`src/rtl/puf_pkg.sv`:
```
// rtl/puf_pkg.sv - shared types and constants for the arbiter-PUF challenge sequencer
//
// Purpose: FSM state encoding, LFSR feedback mask and reset seed, race-launch
// encodings and the one-step LFSR helper used by puf_lfsr32.
package puf_pkg;

  typedef enum logic [2:0] {
    ST_IDLE   = 3'd0,
    ST_APPLY  = 3'd1,
    ST_FIRE   = 3'd2,
    ST_SAMPLE = 3'd3,
    ST_REARM  = 3'd4,
    ST_COMMIT = 3'd5,
    ST_DONE   = 3'd6
  } puf_state_e;

  // Galois taps for x^32 + x^22 + x^2 + x + 1
  localparam logic [31:0] LFSR_POLY = 32'h8020_0003;
  localparam logic [31:0] DEF_SEED  = 32'hACE1_2468;

  localparam logic [1:0] RACE_IDLE = 2'b00;
  localparam logic [1:0] RACE_FIRE = 2'b11;

  // Shift right; fold the taps back in when a 1 falls out of the LSB.
  function automatic logic [31:0] lfsr_next(input logic [31:0] s);
    return {1'b0, s[31:1]} ^ (s[0] ? LFSR_POLY : 32'h0);
  endfunction

endpackage

```
`src/rtl/puf_lfsr32.sv`:
```
// rtl/puf_lfsr32.sv - 32-bit Galois LFSR producing the PUF challenge
//
// Purpose: holds the current challenge; loadable, single-steppable.
// Ports:
//   clk    in   clock
//   rst_n  in   asynchronous active-low reset (q returns to SEED)
//   ld     in   load ld_val (a zero value is replaced by SEED)
//   ld_val in   32-bit load value
//   step   in   advance one LFSR step
//   q      out  current state
module puf_lfsr32
  import puf_pkg::*;
#(
  parameter logic [31:0] SEED = DEF_SEED
) (
  input  logic        clk,
  input  logic        rst_n,
  input  logic        ld,
  input  logic [31:0] ld_val,
  input  logic        step,
  output logic [31:0] q
);

  logic [31:0] q_q;
  logic [31:0] q_d;

  // An all-zero state would lock the LFSR, so a zero seed falls back to SEED.
  always_comb begin
    q_d = q_q;
    if (ld) begin
      q_d = (ld_val == 32'h0) ? SEED : ld_val;
    end else if (step) begin
      q_d = lfsr_next(q_q);
    end
  end

  always_ff @(posedge clk or negedge rst_n) begin
    if (!rst_n) begin
      q_q <= SEED;
    end else begin
      q_q <= q_d;
    end
  end

  assign q = q_q;

endmodule

```
`src/rtl/puf_challenge_ctrl.sv`:
```
// rtl/puf_challenge_ctrl.sv - challenge/response sequencer for the shuffle32 arbiter PUF
//
// Purpose: applies an LFSR challenge to the delay chain, launches NREP races,
// majority-votes the synchronised arbiter decision and packs RESP_W voted bits
// (first bit at MSB) into a response word handed off with valid/ready.
// Ports:
//   clk, rst_n          clock, asynchronous active-low reset
//   seed_ld, seed       load LFSR seed (IDLE only; zero -> DEFAULT_SEED)
//   start               begin one response word (IDLE only)
//   busy                high outside IDLE
//   chal                challenge to chain sel (LFSR state)
//   race                launch edge to chain din (00 idle, 11 fire)
//   arb_bit             arbiter output, asynchronous to clk
//   resp_valid/ready    response handshake
//   resp_data           voted response word
module puf_challenge_ctrl
  import puf_pkg::*;
#(
  parameter int          CHAL_W       = 32,
  parameter int          RESP_W       = 32,
  parameter int          NREP         = 3,
  parameter int          SETTLE       = 4,
  parameter logic [31:0] DEFAULT_SEED = DEF_SEED
) (
  input  logic              clk,
  input  logic              rst_n,
  input  logic              seed_ld,
  input  logic [CHAL_W-1:0] seed,
  input  logic              start,
  output logic              busy,
  output logic [CHAL_W-1:0] chal,
  output logic [1:0]        race,
  input  logic              arb_bit,
  output logic              resp_valid,
  input  logic              resp_ready,
  output logic [RESP_W-1:0] resp_data
);

  localparam int BIT_W = $clog2(RESP_W);

  // 9 bits so the FIRE window (SETTLE+2) still fits at SETTLE=255.
  localparam logic [8:0]       SETTLE_LAST = 9'(SETTLE - 1);
  localparam logic [8:0]       FIRE_LAST   = 9'(SETTLE + 1);
  localparam logic [3:0]       REP_N       = 4'(NREP);
  localparam logic [3:0]       VOTE_HALF   = 4'(NREP / 2);
  localparam logic [BIT_W-1:0] BIT_LAST    = BIT_W'(RESP_W - 1);

  puf_state_e        state_q, state_d;
  logic [8:0]        wait_q, wait_d;
  logic [3:0]        rep_q, rep_d;
  logic [3:0]        ones_q, ones_d;
  logic [BIT_W-1:0]  bit_q, bit_d;
  logic [RESP_W-1:0] shift_q, shift_d;
  logic              arb_meta_q, arb_s_q;
  logic              lfsr_ld, lfsr_step;
  logic              vote;
  logic [31:0]       lfsr_q;

  puf_lfsr32 #(
    .SEED(DEFAULT_SEED)
  ) u_lfsr (
    .clk   (clk),
    .rst_n (rst_n),
    .ld    (lfsr_ld),
    .ld_val(seed),
    .step  (lfsr_step),
    .q     (lfsr_q)
  );

  assign vote = (ones_q > VOTE_HALF);

  always_comb begin
    state_d   = state_q;
    wait_d    = wait_q;
    rep_d     = rep_q;
    ones_d    = ones_q;
    bit_d     = bit_q;
    shift_d   = shift_q;
    lfsr_ld   = 1'b0;
    lfsr_step = 1'b0;
    case (state_q)
      ST_IDLE: begin
        // A seed load in the same cycle as start wins; start is dropped.
        if (seed_ld) begin
          lfsr_ld = 1'b1;
        end else if (start) begin
          wait_d  = '0;
          state_d = ST_APPLY;
        end
      end
      ST_APPLY: begin
        if (wait_q == SETTLE_LAST) begin
          wait_d  = '0;
          state_d = ST_FIRE;
        end else begin
          wait_d = wait_q + 9'd1;
        end
      end
      ST_FIRE: begin
        // Extra two cycles cover the arbiter synchroniser latency.
        if (wait_q == FIRE_LAST) begin
          wait_d  = '0;
          state_d = ST_SAMPLE;
        end else begin
          wait_d = wait_q + 9'd1;
        end
      end
      ST_SAMPLE: begin
        ones_d  = ones_q + {3'b000, arb_s_q};
        rep_d   = rep_q + 4'd1;
        wait_d  = '0;
        state_d = ST_REARM;
      end
      ST_REARM: begin
        if (wait_q == SETTLE_LAST) begin
          wait_d  = '0;
          state_d = (rep_q < REP_N) ? ST_FIRE : ST_COMMIT;
        end else begin
          wait_d = wait_q + 9'd1;
        end
      end
      ST_COMMIT: begin
        shift_d   = {shift_q[RESP_W-2:0], vote};
        lfsr_step = 1'b1;
        ones_d    = '0;
        rep_d     = '0;
        wait_d    = '0;
        if (bit_q == BIT_LAST) begin
          state_d = ST_DONE;
        end else begin
          bit_d   = bit_q + 1'b1;
          state_d = ST_APPLY;
        end
      end
      ST_DONE: begin
        if (resp_ready) begin
          bit_d   = '0;
          state_d = ST_IDLE;
        end
      end
      default: begin
        state_d = ST_IDLE;
      end
    endcase
  end

  always_ff @(posedge clk or negedge rst_n) begin
    if (!rst_n) begin
      state_q    <= ST_IDLE;
      wait_q     <= '0;
      rep_q      <= '0;
      ones_q     <= '0;
      bit_q      <= '0;
      shift_q    <= '0;
      arb_meta_q <= 1'b0;
      arb_s_q    <= 1'b0;
    end else begin
      state_q    <= state_d;
      wait_q     <= wait_d;
      rep_q      <= rep_d;
      ones_q     <= ones_d;
      bit_q      <= bit_d;
      shift_q    <= shift_d;
      arb_meta_q <= arb_bit;
      arb_s_q    <= arb_meta_q;
    end
  end

  // All outputs decode straight from registered state, so race cannot glitch
  // to 11 outside FIRE and chal only moves on the LFSR register edge.
  assign busy       = (state_q != ST_IDLE);
  assign race       = (state_q == ST_FIRE) ? RACE_FIRE : RACE_IDLE;
  assign resp_valid = (state_q == ST_DONE);
  assign resp_data  = shift_q;
  assign chal       = lfsr_q;

endmodule
```
`config.mk`:
```
export PLATFORM = sky130hd
export DESIGN_NAME = puf_challenge_ctrl
export DESIGN_NICKNAME = d
export VERILOG_FILES = /design/src/rtl/puf_pkg.sv /design/src/rtl/puf_lfsr32.sv /design/src/rtl/puf_challenge_ctrl.sv
export SDC_FILE = /design/constraint.sdc
export NUM_CORES = 1
export LEC_CHECK = 0
export BUFFER_PORTS_ARGS = -buffer_cell sky130_fd_sc_hd__buf_2
export CAP_MARGIN = 20
export CORE_MARGIN = 4
export CORE_UTILIZATION = 30
export CTS_CLUSTER_SIZE = 20
export DETAILED_ROUTE_END_ITERATION = 6
export GPL_TIMING_DRIVEN = 1
export HOLD_SLACK_MARGIN = 0.08
export SYNTH_ARGS = -nofsm -noshare
export SYNTH_HDL_FRONTEND = slang
export SYNTH_HIERARCHICAL = 1
export SYNTH_SLANG_ARGS = --single-unit
```
`constraint.sdc`:
```
create_clock -name clk -period 2.05 [get_ports clk]
set_input_delay 0.205 -clock clk [delete_from_list [all_inputs] [get_ports clk]]
set_output_delay 0.205 -clock clk [all_outputs]
set_load 0.02 [all_outputs]
```
* Word level (Yosys, flattened, before mapping)
Index checks and enable logic that the tools add are counted.
** Word-level totals
- Output and inout port bits :: 68
- Word-level logic and storage cells :: 71
- Register bits :: 91
** Cells by class
- $lt $le $gt $ge :: 2
- Add/sub/neg operators :: 4
- Reductions and logical operators :: 12
- Bitwise gates (word level) :: 1
- Eq/ne operators :: 16
- Muxes and demuxes :: 27
** Operators with widths (count)
- 32-bit 2-to-1 mux :: 4
- 9-bit 2-to-1 mux :: 4
- 9-bit one-hot mux with 4 select lines :: 1
- 32-bit logical NOT :: 1
- 31-bit by 32-bit bitwise XOR with 32-bit output :: 1
- 3-bit 2-to-1 mux :: 8
- 3-bit one-hot mux with 7 select lines :: 1
- 4-bit one-hot mux with 2 select lines :: 2
- 2-bit != test (second input constant) :: 6
- 5-bit 2-to-1 mux :: 2
- 5-bit one-hot mux with 2 select lines :: 1
- 9-bit by 1-bit adder with 9-bit output (second input constant) :: 1
- 3-bit == test (second input constant) :: 3
- 9-bit by 2-bit == test with 1-bit output (second input constant) :: 1
- 9-bit by 3-bit == test with 1-bit output (second input constant) :: 1
- 3-bit by 2-bit == test with 1-bit output (second input constant) :: 2
- 3-bit AND reduction :: 2
- 6-bit AND reduction :: 1
- 2-bit nonzero test :: 3
- 5-bit by 1-bit adder with 5-bit output (second input constant) :: 1
- 5-bit == test (second input constant) :: 1
- 4-bit by 1-bit adder with 4-bit output :: 1
- 4-bit by 1-bit adder with 4-bit output (second input constant) :: 1
- 4-bit by 1-bit greater-than comparator with 1-bit output (second input constant) :: 1
- 9 further kinds :: 12

* Longest topological paths before layout
Gate-level depths: netlist of run 1.
- Depth after elaboration :: 4
- Gate-level depth with buffers :: 11
- Gate-level depth less buffers :: 7

* Modules after synthesis
Netlist of run 1, hierarchy kept.
** Modules (own cells, without submodules)
- puf_challenge_ctrl :: seq. area each 1476.4 um2, area each 2672.6 um2, cells an instance 290, instances 1
- puf_lfsr32 :: seq. area each 817.0 um2, area each 1645.3 um2, cells an instance 170, instances 1

* Worst setup path before layout of run 1
Ideal clock, no wire load.
- Path kind :: register -> register
- From :: register state_q[0]
- To :: register u_lfsr.q_q[17] (netlist: u_lfsr/q[17])
- Data required time :: 1.916 ns
- Slack :: -0.073 ns
- Stages on the path, launching flop included :: 11
- Buffers on the path :: 6
- Arrival :: 1.989 ns
- Path through :: dfrtp_1 > buf_2 > nand3b_1 > buf_2 > inv_1 > buf_2 > buf_2 > buf_4 > buf_2 > mux2i_1 > o21ai_0
** Between the ends
- Longest elaborated chain between the ends :: 3
- Elaborated cells between the ends (all ways) :: 6
- Classes of those cells :: eq/ne: 1; mux: 3; reduce/logical: 2
** RTL lines
- start: declaration :: RTL line puf_challenge_ctrl.sv:48 : puf_state_e state_q, state_d;
- start signal: assignment :: RTL line puf_challenge_ctrl.sv:158 : state_q <= state_d;
- 3-bit == test :: RTL line puf_challenge_ctrl.sv:81 : case (state_q)
- 1-bit 2-to-1 mux :: RTL line puf_challenge_ctrl.sv:81
- via lfsr_step :: RTL line puf_challenge_ctrl.sv:55 : logic lfsr_ld, lfsr_step;
- 2-bit nonzero test (no line)
- end signal: assignment :: RTL line puf_lfsr32.sv:41 : q_q <= q_d;
- end: declaration :: RTL line puf_lfsr32.sv:24 : logic [31:0] q_q;
The timed path passes the listed nets, and every way through them passes these cells.
A chain may end at the register's enable or synchronous reset.

* Worst setup path after layout of run 1
- From :: register state_q[1]
- To :: register wait_q[2]
** Between the ends
- Longest elaborated chain between the ends :: 4
- Elaborated cells between the ends (all ways) :: 13
- Classes of those cells :: eq/ne: 7; mux: 1; reduce/logical: 5
** RTL lines
- 3-bit == test, or another cell as far along :: RTL line puf_challenge_ctrl.sv:81
- 2-bit OR reduction (no line)
- 4-bit nonzero test (no line)
- 3-bit AND reduction (no line)
- end signal: assignment :: RTL line puf_challenge_ctrl.sv:159 : wait_q <= wait_d;
- end: declaration :: RTL line puf_challenge_ctrl.sv:49 : logic [8:0] wait_q, wait_d;
Several ways; a longest one is shown, not always the timed one.

==> impl_metrics.json, run 1 <==
{
  "worst_ep_required_time_ns": 2.29,
  "period_share_pct": 91.2,
  "vias_per_cell": 4.84,
  "die-area_um2": 16400,
  "place_congestion": 0.884,
  "layout.cells.non_filler": 759,
  "min_period_ns": 1.87,
  "insertion_delay_ns": 0.34,
  "die_h_um": 128,
  "synth_nets": 505,
  "combPwrFrac_pct": 39.0,
  "outcome": "finished clean",
  "ys_ff_latch": 91,
  "setup-tns-final_ns": 0,
  "reg2reg_depth": 5,
  "ir_drop_mv": 0.439,
  "worst_hold_path_type": "input pin to register",
  "antenna_found_initial": 0,
  "cts_buffer_depth": 2,
  "syn_area_um2": 4320,
  "postRouteWirelength_um": 10700,
  "wire_per_inst_um": 14.1,
  "power.density_nw_per_um2": 1340,
  "cts-root-buf": "clkbuf_16",
  "fin_nets": 619,
  "antenna_cells": 0,
  "path_clk_slew_ns": 0.06,
  "io_pins": 106,
  "grt_use_total_pct": 13.4,
  "final_cell_mix": "127 x nand2_1, 104 x buf_2, 78 x dfrtp_1",
  "crit_path_max_fanout": 10,
  "final_area_um2": 5480,
  "grt_overflow_total": 0,
  "die_w_um": 128,
  "final-max-slew-violation-count": 0,
  "drc": 0,
  "drv_cap": 0,
  "seq_power_share_pct": 38.8,
  "dp_hpwl_um": 7660,
  "p_switching_mw": 2.84,
  "grt_pass1_vias": 3558,
  "critPathCapture": "wait_q[2]",
  "syn_area_per_cell_um2": 9.39,
  "placed_area_um2": 5060,
  "grt_pass1_wl_um": 17700,
  "first_iter_violations": 191,
  "final_hold_viol_count": 0,
  "cts-buffers-inserted": 9,
  "path_class": "register to register",
  "fp-row-count": 43,
  "crit_arrival_ns": 2.11,
  "yosysSeqAreaShare_pct": 53.1,
  "power.share.clock_pct": 22.2,
  "rrSetupSlack_ns": 0.18,
  "max-slew-margin-rel_pct": 67.7,
  "crit_start": "state_q[1]",
  "postCtsSetupBuffers": 0,
  "cts_tree": "yes",
  "port_buffers": 105,
  "intPower_mw": 4.51,
  "syn-instance-count": 460,
  "holdPathStages": 3,
  "yosys_warnings": 6,
  "grt_max_degree": 65,
  "num_vias": 3675,
  "start_util_pct": 30.9,
  "cp-end-kind": "register",
  "firstDrtPassIters": 4,
  "ant_nets": 0,
  "fillCellCount": 1430,
  "rr_startpoint": "state_q[1]",
  "rsz0062_at_grt": "no",
  "area_growth_pct": 27.0,
  "dp_cells": 730,
  "mostFrequentLayoutCell": "nand2_1",
  "swShare_pct": 38.7,
  "layout-drive-gt1-share_pct": 26.6,
  "timing.fmax_mhz": 535,
  "worst_slew_pin_slew_ns": 0.480,
  "yosysUniqueCellTypes": 49,
  "cts.sinks": 91,
  "start_kind": "register",
  "core_area_um2": 14000,
  "h-tree-depth": 3,
  "setup_violations": 0,
  "finClkSkew_ns": 0.00824,
  "p_leak_nw": 2.72,
  "reg2reg_to": "wait_q[2]"
}
[worst min path at each step]
stage                         from      endpoint  slack (ns)
after CTS                  seed[7]   u_lfsr/q[7]        0.08
after global placement       rst_n    arb_meta_q        0.14
after floorplan              rst_n    arb_meta_q       -0.09
final                     seed[11]  u_lfsr/q[11]        0.09
after global routing      seed[11]  u_lfsr/q[11]        0.09
after detailed placement     rst_n       arb_s_q        0.14
[state kept, by name (all words and copies together), names as in the netlist]
| signal | cells |
|---|---|
| resp_data | 32 |
| u_lfsr/q | 32 |
| state_q | 3 |
| arb_meta_q | 1 |
| rep_q | 4 |
| arb_s_q | 1 |
| wait_q | 9 |
| ones_q | 4 |
| bit_q | 5 |
[logic make-up after synthesis]
group                      share of synthesized area, %
buffers and inverters                              4.75
AOI/OAI and AO/OA                                  12.5
xor gates and xnor gates                           2.03
adders and majority gates                          2.03
and+or+nand+nor                                    21.1
DFF                                                53.1
muxes                                              4.43
[layer usage]
metal  vias up  wire length [um]  track usage [%]
met5         -                 0                0
met4         0               271             5.31
met3        22               513             3.62
met2        94              5180             21.1
met1      1768              4720             17.5
li1       1791                 -                -
[synthesized netlist by cell type (all sizes together)]
master | number | area share, %
nand2 | 127 | 11
dfrtp | 78 | 45
o21ai | 30 | 3.5
inv | 22 | 1.9
nor2 | 19 | 1.7
mux2i | 18 | 4.2
buf | 14 | 1.9
nor2b | 14 | 2.0
a21oi | 13 | 1.5
a31oi | 13 | 1.9
dfstp | 13 | 7.9
a211oi | 12 | 2.1
clkbuf | 11 | 0.96
nor4 | 10 | 1.6
ha | 7 | 2.0
nand4 | 7 | 1.0
nand3 | 6 | 0.70
nor3 | 6 | 0.96
a22o | 5 | 1.0
xnor2 | 5 | 1.0
xor2 | 5 | 1.0
o22ai | 4 | 0.72
and3 | 2 | 0.29
nand3b | 2 | 0.35
o21bai | 2 | 0.61
or2 | 2 | 0.35
or4 | 2 | 0.43
a21boi | 1 | 0.17
a21o | 1 | 0.17
a31o | 1 | 0.20
and2 | 1 | 0.14
mux2 | 1 | 0.26
nand2b | 1 | 0.14
o31a | 1 | 0.20
o31ai | 1 | 0.29
o32ai | 1 | 0.20
or3 | 1 | 0.14
or3b | 1 | 0.20
[worst max-delay path, cell delays in order, from the launching register on]
cell	delay, ns
dfrtp_1	0.52
or3b_1	0.41
a21boi_1	0.15
o22ai_2	0.27
inv_1	0.12
o32ai_1	0.29
[final cells by class]
class,count,area (um2),area share (%)
sequential,91,2290,41.8
multi-input combinational,322,1820,33.2
timing repair buffer,128,771,14.1
clock buffer,14,254,4.63
tap,180,225,4.11
inverter,22,82.6,1.51
clock inverter,2,35.0,0.639
[timing repair]
item,4_1_cts,5_1_grt
endpoints found under the hold margin,35,0
gates resized for setup,0,1
setup endpoints to repair,0,2
hold buffers,13,0
[power by group through the flow]
stage	clock (mW)	sequential, mW	combinational (mW)
after floorplan	0	3.19	1.61
after global placement	0	2.85	2.80
after detailed placement	0	2.87	2.86
after CTS	1.70	2.85	2.89
after global routing	1.77	2.93	3.17
final	1.63	2.85	2.87
[stage by stage]
stage                     setup slack [ns]  power [mW]  util [%]  hold WS, ns
final                                0.181        7.35      39.2       0.0936
after global routing                0.0506        7.87      39.2       0.0903
after CTS                           0.0601        7.44      39.2       0.0829
after detailed placement            0.0718        5.74      36.2        0.141
after global placement               0.202        5.65      36.2        0.137
after floorplan                     0.0210        4.80         -      -0.0906
Note: power is estimated with default switching activity, not from simulation.
==> run 2, diff against run 1 <==
--- a/config.mk
+++ b/config.mk
@@ -13,6 +13,7 @@
 export DETAILED_ROUTE_END_ITERATION = 6
 export GPL_TIMING_DRIVEN = 1
 export HOLD_SLACK_MARGIN = 0.08
+export RECOVER_POWER = 50
 export SYNTH_ARGS = -nofsm -noshare
 export SYNTH_HDL_FRONTEND = slang
 export SYNTH_HIERARCHICAL = 1
==> impl_metrics.json, run 2 (synthesized netlist as in run 1, its figures left out) <==
{
  "place_congestion": 0.884,
  "postRouteWirelength_um": 10700,
  "max-slew-margin-rel_pct": 26.8,
  "cts-root-buf": "clkbuf_16",
  "cts.sinks": 91,
  "final_cell_mix": "127 x nand2_1, 78 x dfrtp_1, 72 x buf_2",
  "cts-buffers-inserted": 9,
  "die_h_um": 128,
  "first_iter_violations": 173,
  "worst_hold_path_type": "input pin to register",
  "final-max-slew-violation-count": 0,
  "vias_per_cell": 4.83,
  "min_from": "seed[11]",
  "ir_drop_mv": 0.441,
  "fin_nets": 619,
  "reg2reg_to": "wait_q[2]",
  "worst_slew_pin_slew_ns": 1.10,
  "placed_area_um2": 5060,
  "start_util_pct": 30.9,
  "wire_per_inst_um": 14.1,
  "antenna_cells": 0,
  "rsz0062_at_grt": "no",
  "h-tree-depth": 3,
  "final_hold_viol_count": 0,
  "cts_tree": "yes",
  "mostFrequentLayoutCell": "nand2_1",
  "min_to": "u_lfsr/q[11]",
  "ant_nets": 0,
  "crit_arrival_ns": 2.11,
  "holdPathStages": 3,
  "grt_pass1_wl_um": 17700,
  "start_kind": "register",
  "firstDrtPassIters": 4,
  "grt_util_met3_pct": 3.62,
  "finClkSkew_ns": 0.00686,
  "path_clk_slew_ns": 0.06,
  "grt_pass1_vias": 3558,
  "area_growth_pct": 25.7,
  "gr-usage-met2_pct": 21.1,
  "drv_cap": 0,
  "grt_max_degree": 65,
  "power.density_nw_per_um2": 1350,
  "drc": 0,
  "postCtsSetupBuffers": 0,
  "io_pins": 106,
  "period_share_pct": 91.2,
  "setup_violations": 0,
  "min_period_ns": 1.87,
  "layout-drive-gt1-share_pct": 21.1,
  "cts_buffer_depth": 2,
  "grt_use_total_pct": 13.4,
  "final_area_um2": 5430,
  "reg2reg_depth": 5,
  "path_class": "register to register",
  "antenna_found_initial": 0,
  "met1_usage_pct": 17.5,
  "cp-end-kind": "register",
  "grt_overflow_total": 0,
  "num_vias": 3667,
  "fp-row-count": 43,
  "timing.fmax_mhz": 535,
  "fillCellCount": 1455,
  "die_w_um": 128,
  "core_area_um2": 14000,
  "port_buffers": 105,
  "busiest_layer": "met2",
  "dp_hpwl_um": 7660,
  "setup-tns-final_ns": 0,
  "insertion_delay_ns": 0.34,
  "fin_util_pct": 38.8,
  "die-area_um2": 16400,
  "rr_startpoint": "state_q[1]",
  "worst_ep_required_time_ns": 2.29,
  "p_leak_nw": 2.59,
  "rrSetupSlack_ns": 0.18,
  "outcome": "finished clean",
  "finalPower_mw": 7.31,
  "crit_path_max_fanout": 10
}
-- run 2: through the flow --
step                setup WS [ns]  hold WS [ns]  std cells
finish                      0.180        0.0919        759
global route               0.0506        0.0903        759
CTS                        0.0601        0.0829        759
detailed placement         0.0718         0.141        730
global placement            0.202         0.137        730
floorplan                  0.0210       -0.0906        460
-- run 2: critical path, cell delays in order (launching register included) --
cell	delay [ns]
dfrtp_1	0.52
or3b_1	0.41
a21boi_1	0.15
o22ai_2	0.27
inv_1	0.12
o32ai_1	0.29
-- run 2: how the worst max path moves through the flow --
| stage | startpoint | to | slack, ns | depth (start not counted) |
|---|---|---|---|---|
| floorplan | state_q[2] | u_lfsr/q[11] | 0.02 | 10 |
| detailed placement | bit_q[0] | bit_q[0] | 0.07 | 6 |
| global placement | bit_q[0] | bit_q[3] | 0.20 | 7 |
| finish | state_q[1] | wait_q[2] | 0.18 | 5 |
| CTS | bit_q[0] | bit_q[0] | 0.06 | 6 |
| global route | state_q[2] | rep_q[2] | 0.05 | 6 |
-- run 2: layout make-up --
class	count	area [um2]	share of cell area [%]
Multi-Input combinational cell	322	1820	33.6
Inverter	22	82.6	1.52
Clock inverter	2	35.0	0.646
Clock buffer	14	254	4.68
Sequential cell	91	2290	42.3
Timing Repair Buffer	128	713	13.1
Tap cell	180	225	4.15
-- run 2: where the power goes --
group	internal, mW	switching (mW)
registers	2.39	0.458
clock network	0.978	0.657
logic	1.10	1.73
-- run 2: per-layer routing --
layer  wire length (um)  up-vias  part of all wire (%)
li1                   -     1789                     -
met1               4730     1766                    44
met2               5140       87                    48
met3                521       25                   4.9
met4                278        0                   2.6
met5                  0        -                     0
-- run 2: what timing repair did --
action                     in CTS  in global routing
resized for setup               0                  1
setup endpoints to repair       0                  2
hold buffers                   13                  0
hold endpoints to repair       35                  0
==> run 3, diff against run 2 <==
--- a/config.mk
+++ b/config.mk
@@ -9,6 +9,7 @@
 export CAP_MARGIN = 20
 export CORE_MARGIN = 4
 export CORE_UTILIZATION = 30
+export CTS_BUF_LIST = sky130_fd_sc_hd__clkbuf_8
 export CTS_CLUSTER_SIZE = 20
 export DETAILED_ROUTE_END_ITERATION = 6
 export GPL_TIMING_DRIVEN = 1
==> impl_metrics.json, run 3 (synthesized netlist as in run 1, its figures left out) <==
{
  "outcome": "finished clean",
  "path_clk_slew_ns": 0.09,
  "first_iter_violations": 217,
  "cpPeakStageDelay_ns": 0.53,
  "die_h_um": 128,
  "min_to": "u_lfsr/q[9]",
  "worst_slew_pin_slew_ns": 1.11,
  "cp_num_buf_inv": 1,
  "mostFrequentLayoutCell": "nand2_1",
  "timing.fmax_mhz": 534,
  "grt_overflow_total": 0,
  "die-area_um2": 16400,
  "p_switching_mw": 2.80,
  "regArea_um2": 2290,
  "wire_per_inst_um": 14.3,
  "grt_pass1_vias": 3691,
  "seq_power_share_pct": 41.3,
  "ant_nets": 0,
  "rrSetupSlack_ns": 0.18,
  "postCtsSetupBuffers": 0,
  "holdPathStages": 3,
  "crit_path_max_fanout": 10,
  "cts_tree": "yes",
  "reg2reg_depth": 5,
  "placed_area_um2": 5060,
  "drv_cap": 0,
  "crit_family": "compound AO/OA/AOI/OAI gates",
  "fp-row-count": 43,
  "cts-root-buf": "clkbuf_8",
  "max-slew-margin-rel_pct": 26.3,
  "start_util_pct": 30.9,
  "wl_met3_um": 545,
  "power.density_nw_per_um2": 1250,
  "drc": 0,
  "h-tree-depth": 3,
  "min_from": "seed[9]",
  "worstPathCellList": "or3b_1, a21boi_1, o22ai_2, inv_1, o32ai_1",
  "setup_violations": 0,
  "fin_util_pct": 39.4,
  "port_buffers": 105,
  "worst_slack_ns": 0.178,
  "cts-buffers-inserted": 9,
  "worst_hold_path_type": "input pin to register",
  "num_vias": 3708,
  "core_area_um2": 14000,
  "p_leak_nw": 2.64,
  "final-max-slew-violation-count": 0,
  "min_period_ns": 1.87,
  "final_area_um2": 5520,
  "top_layer": "met4",
  "place_congestion": 0.884,
  "crit_arrival_ns": 2.13,
  "postRouteWirelength_um": 11100,
  "grt_pass1_wl_um": 18300,
  "io_pins": 106,
  "antenna_found_initial": 0,
  "reg2reg_to": "wait_q[2]",
  "swShare_pct": 40.7,
  "period_share_pct": 91.3,
  "power.share.clock_pct": 17.1,
  "dp_hpwl_um": 7660,
  "fin_nets": 638,
  "firstDrtPassIters": 4,
  "dr_wl_met2_um": 5390,
  "crit_slowest_cell": "dfrtp_1",
  "layout-drive-gt1-share_pct": 20.4,
  "wl_met1_um": 4890,
  "intPower_mw": 4.09,
  "ir_drop_mv": 0.371,
  "fillCellCount": 1437,
  "cp-end-kind": "register",
  "cts_buffer_depth": 2,
  "multi_input_area_um2": 1820,
  "start_kind": "register",
  "vias_per_cell": 4.76,
  "setup-tns-final_ns": 0,
  "combPwrFrac_pct": 41.6,
  "final_hold_viol_count": 0,
  "grt_use_total_pct": 13.8,
  "insertion_delay_ns": 0.36,
  "die_w_um": 128,
  "cts.sinks": 91,
  "finClkSkew_ns": 0.00952,
  "grt_max_degree": 65,
  "pre_cts_slack_ns": 0.0718,
  "area_growth_pct": 27.8,
  "final_cell_mix": "127 x nand2_1, 78 x dfrtp_1, 72 x buf_2",
  "worst_ep_required_time_ns": 2.31,
  "rsz0062_at_grt": "no",
  "finalPower_mw": 6.90,
  "path_class": "register to register",
  "rr_startpoint": "state_q[1]"
}
[run 3: cell types whose count changed in the layout (fill, tap and decap cells not counted)]
cell	previous run	this run
clkbuf_1	36	32
dlygate4sd3_1	13	32
inv_1	21	25
clkbuf_8	1	10
clkbuf_16	9	0
diode_2	0	1
[run 3: how the worst max path moves through the flow]
stage	start	to	slack [ns]	cells past startpoint
final	state_q[1]	wait_q[2]	0.18	5
after global routing	state_q[2]	rep_q[2]	0.05	6
after CTS	bit_q[0]	bit_q[0]	0.06	6
after detailed placement	bit_q[0]	bit_q[0]	0.07	6
after global placement	bit_q[0]	bit_q[3]	0.20	7
after floorplan	state_q[2]	u_lfsr/q[11]	0.02	10
[run 3: metrics by stage]
stage          hold slack (ns)  cells
6_report                 0.115    779
3_3_place_gp             0.137    730
3_5_place_dp             0.141    730
4_1_cts                 0.0804    778
2_1_floorplan          -0.0906    460
5_1_grt                  0.123    778
[run 3: what timing repair did]
item / in CTS / in global routing
endpoints found under the setup margin: 0 / 2
hold buffers: 32 / 0
resized for setup: 0 / 1
endpoints found under the hold margin: 54 / 0
[run 3: power groups by stage]
stage               clock (mW)  combinational, mW  sequential (mW)
CTS                       1.25               2.92             2.85
finish                    1.18               2.87             2.85
global route              1.31               3.17             2.93
global placement             0               2.80             2.85
detailed placement           0               2.86             2.87
floorplan                    0               1.61             3.19
[run 3: layout make-up]
cell class                 count  area share [%]
antenna                        1          0.0454
clock buffer                  10            2.49
clock inverter                 6           0.907
inverter                      22            1.50
multi-input combinational    322            33.0
sequential                    91            41.6
tap                          180            4.08
timing repair buffer         147            16.4
[run 3: metal layers]
layer / global-route usage [%] / vias to the layer above
met5: 0 / -
met4: 6.93 / 0
met3: 3.04 / 24
met2: 22.2 / 91
li1: - / 1820
met1: 17.5 / 1773
[run 3: worst reg2reg max path, cell delays in order (launching register included)]
cell	delay (ns)
dfrtp_1	0.53
or3b_1	0.41
a21boi_1	0.15
o22ai_2	0.27
inv_1	0.12
o32ai_1	0.29
